<file path="config.mk">
export PLATFORM = sky130hd
export DESIGN_NAME = fir_result_buffer
export DESIGN_NICKNAME = d
export VERILOG_FILES = /design/src/rtl/fir_result_buffer.sv
export SDC_FILE = /design/constraint.sdc
export NUM_CORES = 1
export LEC_CHECK = 0
export ABC_AREA = 1
export ABC_CLOCK_PERIOD_IN_PS = 3100
export CORE_ASPECT_RATIO = 1.2
export CORE_MARGIN = 2
export CORE_UTILIZATION = 50
export DETAILED_ROUTE_END_ITERATION = 12
export GPL_TIMING_DRIVEN = 0
export PLACE_DENSITY = 0.7
export REMOVE_ABC_BUFFERS = 1
export SYNTH_ARGS = -nofsm -noshare
export SYNTH_HDL_FRONTEND = slang
export SYNTH_SLANG_ARGS = --single-unit
</file>
<file path="constraint.sdc">
create_clock -name clk -period 3.1 [get_ports clk]
set_input_delay 0.93 -clock clk [delete_from_list [all_inputs] [get_ports clk]]
set_output_delay 0.93 -clock clk [all_outputs]
set_load 0.1 [all_outputs]
</file>
<file path="src/rtl/fir_result_buffer.sv">
// Post-FIR result stage: optional decimation, round/saturate to OUT_W bits,
// then a show-ahead FIFO with ready/valid output and sticky status flags.
module fir_result_buffer #(
    parameter int IN_W  = 16,
    parameter int OUT_W = 8,
    parameter int SHIFT = 8,
    parameter int DEPTH = 8,
    parameter int DECIM = 1
) (
    input  logic                     clk,
    input  logic                     reset,
    input  logic [IN_W-1:0]          fir_data,
    input  logic                     fir_valid,
    input  logic                     fir_error,
    input  logic                     clear,
    output logic [OUT_W-1:0]         out_data,
    output logic                     out_valid,
    input  logic                     out_ready,
    output logic [$clog2(DEPTH):0]   count,
    output logic                     overflow,
    output logic                     sat_flag,
    output logic                     err_latched
);

    localparam int AW = $clog2(DEPTH);
    localparam int CW = AW + 1;
    localparam int PW = (DECIM > 1) ? $clog2(DECIM) : 1;

    localparam logic [IN_W:0]  RND      = (IN_W+1)'((2**SHIFT) / 2);
    localparam logic [IN_W:0]  MAX_R    = (IN_W+1)'((2**OUT_W) - 1);
    localparam logic [CW-1:0]  FULL_CNT = CW'(DEPTH);
    localparam logic [PW-1:0]  LAST_PH  = PW'(DECIM - 1);

    logic [PW-1:0]    phase;
    logic             stage_valid;
    logic [OUT_W-1:0] stage_data;
    logic [OUT_W-1:0] mem [DEPTH];
    logic [AW-1:0]    wr_ptr;
    logic [AW-1:0]    rd_ptr;

    logic [IN_W:0]    sum;
    logic [IN_W:0]    rounded;
    logic             sat_now;
    logic [OUT_W-1:0] result;
    logic             accept;
    logic             full;
    logic             pop;
    logic             push;
    logic             drop;

    // NOTE: every signal driven here gets a value on every path, so no latch is inferred.
    always_comb begin
        sum     = {1'b0, fir_data} + RND;
        rounded = sum >> SHIFT;
        sat_now = (rounded > MAX_R);
        result  = sat_now ? '1 : rounded[OUT_W-1:0];
        accept  = fir_valid && (phase == '0);
        full    = (count == FULL_CNT);
        pop     = out_valid && out_ready;
        push    = stage_valid && (!full || pop);
        drop    = stage_valid && full && !pop;
    end

    assign out_valid = (count != '0);
    assign out_data  = out_valid ? mem[rd_ptr] : '0;

    // NOTE: state registers use non-blocking assignments so all of them update together at the edge.
    always_ff @(posedge clk or negedge reset) begin
        if (!reset) begin
            phase       <= '0;
            stage_valid <= 1'b0;
            stage_data  <= '0;
            wr_ptr      <= '0;
            rd_ptr      <= '0;
            count       <= '0;
            overflow    <= 1'b0;
            sat_flag    <= 1'b0;
            err_latched <= 1'b0;
        end else if (clear) begin
            phase       <= '0;
            stage_valid <= 1'b0;
            wr_ptr      <= '0;
            rd_ptr      <= '0;
            count       <= '0;
            overflow    <= 1'b0;
            sat_flag    <= 1'b0;
            err_latched <= 1'b0;
        end else begin
            if (fir_valid) begin
                phase <= (phase == LAST_PH) ? '0 : phase + 1'b1;
            end
            stage_valid <= accept;
            if (accept) begin
                stage_data <= result;
            end
            if (accept && sat_now) begin
                sat_flag <= 1'b1;
            end
            if (fir_error) begin
                err_latched <= 1'b1;
            end
            if (drop) begin
                overflow <= 1'b1;
            end
            if (push) begin
                wr_ptr <= wr_ptr + 1'b1;
            end
            if (pop) begin
                rd_ptr <= rd_ptr + 1'b1;
            end
            // Push with pop leaves occupancy unchanged, which covers the full and count=1 cases.
            case ({push, pop})
                2'b10:   count <= count + 1'b1;
                2'b01:   count <= count - 1'b1;
                default: count <= count;
            endcase
        end
    end

    // NOTE: the storage array has no reset; out_valid gates what is visible, so stale contents never leak.
    always_ff @(posedge clk) begin
        if (push && !clear) begin
            mem[wr_ptr] <= stage_data;
        end
    end

endmodule

</file>
==> summary.txt <==
Reg clk slew, reported paths: 0.09 ns
# rows: 34
DR vias: 2,574
Fin. Hold Viols: 0
Mapped Cells: 360
Multi-input logic area: 1200 sq um
Startpoint Class: flip-flop
Hold Startpoint: err_latched$_DFFE_PN0P_
Final #Nets: 418
Total of max-cap violations: 0
Crit Path Class: flip-flop to output port
CP max FO: 12
Max clock buf depth: 2
Final Slew Violations: 0
Hold WC Path Type: flip-flop to flip-flop
Reg-to-Reg End: mem[3][1]$_DFFE_PP_
Max-slew headroom: 0.348
Max Clock Skew: 0.00916 ns
Commonest non-fill, non-tap cells in the layout: 85 x nor2_1, 64 x edfxtp_1, 45 x o21ai_1, 42 x nand2_1, 21 x clkdlybuf4s50_1
Number of distinct library cells after synthesis: 30
Flop-to-flop setup slack: 0.93 ns
# DRC: 0
Worst skew pair latency: 0.36 ns
Fmax: 335 MHz
Area added between synthesis and finish: 14.8%
Leakage: 1.67 nW
H-tree depth: 3
Yosys reg bits: 86
Pwr dens: 940 nW/um^2
Crit. End Element: output port
Storage cell area: 2480 sq um
Vias in the first global route: 2,563
Chip Width: 83.6 um
CTS Sinks: 86
Total GRT Usage: 0.191
Worst r2r src: count[0]$_DFFE_PN0P_
Synth warn: 0
CP Data Arrival Time: 2.05 ns
Req. time, crit path: 2.17 ns
First-pass GRT wire length: 12,100 um
Num CTS Buffers: 9
Final period util: 0.962
Outcome: finished clean
Routed len/inst: 15.2 um
Maximum VDD drop: 0.000751 V
Post-route cell area: 4370 sq um
CTS tree: done
Crit. Startpoint: count[0]$_DFFE_PN0P_
Most common cell after layout, fill and taps aside: nor2_1
Initial DRC count: 144
Post-DP HPWL: 4810 um
Hold Path Stages: 2
Sequential cell area fraction in the yosys report: 0.650
# IOs: 38
Post-synthesis average cell area: 10.6 sq um
R2r worst-path depth: 6
Tmin final: 2.98 ns
Final wirelength: 7390 um
Mapped Area: 3810 sq um
Post-route setup slack: 0.118 ns
Iteration count of the initial detailed-routing pass: 4
DP Area: 4150 sq um
Final setup viols: 0
Post-route ant nets: 0
Final Util: 0.597
Vias per Instance: 5.31
RSZ-0062 raised after global routing: false
Total grt overflow: 0
Routability cong.: 0.771
CTS root buffer: clkbuf_8
Die height: 99.6 um
Setup TNS: 0 ns
Initial antenna violation count: 0
Setup WS pre-CTS: -1.10 ns
Port Buffers: 30
Die Area: 8330 sq um
Diodes inserted: 0
Largest net degree at the start of global routing: 35
Share of layout cells above drive strength 1: 0.106
Initial Util: 0.520
Core area: 7320 sq um
Hold-fix buffer count after cts: 0
Endpoint, Worst Hold: err_latched$_DFFE_PN0P_
Worst Tran Pin Value: 0.975 ns
Filler instances: 618
power by group:
group	total (mW)	internal, mW	switching [mW]
Combinational	1.84	0.424	1.42
Clock	0.798	0.383	0.415
Sequential	1.47	1.32	0.150
Total	4.11	2.13	1.98
logic make-up after synthesis:
group	count (synthesis)	share of synthesized area
DFF	86	0.650
xor gates and xnor gates	4	0.00921
adders and majority gates	6	0.0217
buffers and inverters	31	0.0358
and+or+nand+nor	159	0.183
AOI/OAI and AO/OA	74	0.101
synthesized netlist by cell type, drive strengths merged:
cell / number / area share
nor2: 89 / 0.090
edfxtp: 64 / 0.50
o21ai: 62 / 0.082
nand2: 45 / 0.049
dfrtp: 22 / 0.14
inv: 19 / 0.019
nand3: 14 / 0.024
buf: 11 / 0.016
nand4: 8 / 0.013
a21oi: 7 / 0.010
ha: 5 / 0.016
a31oi: 3 / 0.0049
xor2: 3 / 0.0069
nand3b: 2 / 0.0049
a21o: 1 / 0.0020
clkbuf: 1 / 0.00099
fa: 1 / 0.0053
nor3: 1 / 0.0013
o211ai: 1 / 0.0020
xnor2: 1 / 0.0023
final cells by class:
type	count	share of cell area
Clock buffer	9	0.0284
Clock inverter	7	0.0186
Inverter	19	0.0180
Multi-Input combinational cell	243	0.274
Sequential cell	86	0.568
Tap cell	90	0.0258
Timing Repair Buffer	31	0.0676
per-layer routing:
layer | vias to the layer above | global-route usage | wire (um)
met5 | - | 0 | 0
met4 | 0 | 0.0682 | 85
met3 | 7 | 0.0523 | 289
met2 | 64 | 0.342 | 3850
met1 | 1198 | 0.221 | 3160
li1 | 1305 | - | -
worst max path at each step:
| stage | endpoint | slack, ns | cells past startpoint |
|---|---|---|---|
| final | out_valid | 0.12 | 3 |
| after global routing | out_valid | 0.02 | 3 |
| after CTS | out_data[7] | 0.01 | 6 |
| after detailed placement | out_data[7] | -1.10 | 6 |
| after global placement | out_data[7] | -1.05 | 6 |
| after floorplan | out_data[0] | -0.90 | 4 |
timing repair:
item                       CTS  global route
setup endpoints to repair    9             6
gates resized for setup     54             4
buffers inserted             0             1
registers in the layout (all words and copies together), names as in the netlist, 3 cells and up:
name and flops:
stage_data 8, rd_ptr 3, mem 64, wr_ptr 3, count 4
per-stage QoR:
step | cells | hold WS (ns) | power (mW)
floorplan | 348 | 0.538 | 2.87
global placement | 468 | 0.476 | 3.30
CTS | 484 | 0.513 | 4.08
detailed placement | 468 | 0.493 | 3.32
finish | 485 | 0.500 | 4.11
global route | 485 | 0.551 | 4.31
worst max-delay path: stages, from the launching register on:
cell and delay [ns]:
dfrtp_1 0.49, nor2_2 0.08, nand2_2 0.25, clkdlybuf4s15_1 0.87
No activity file was read; power rests on OpenSTA's default activity.
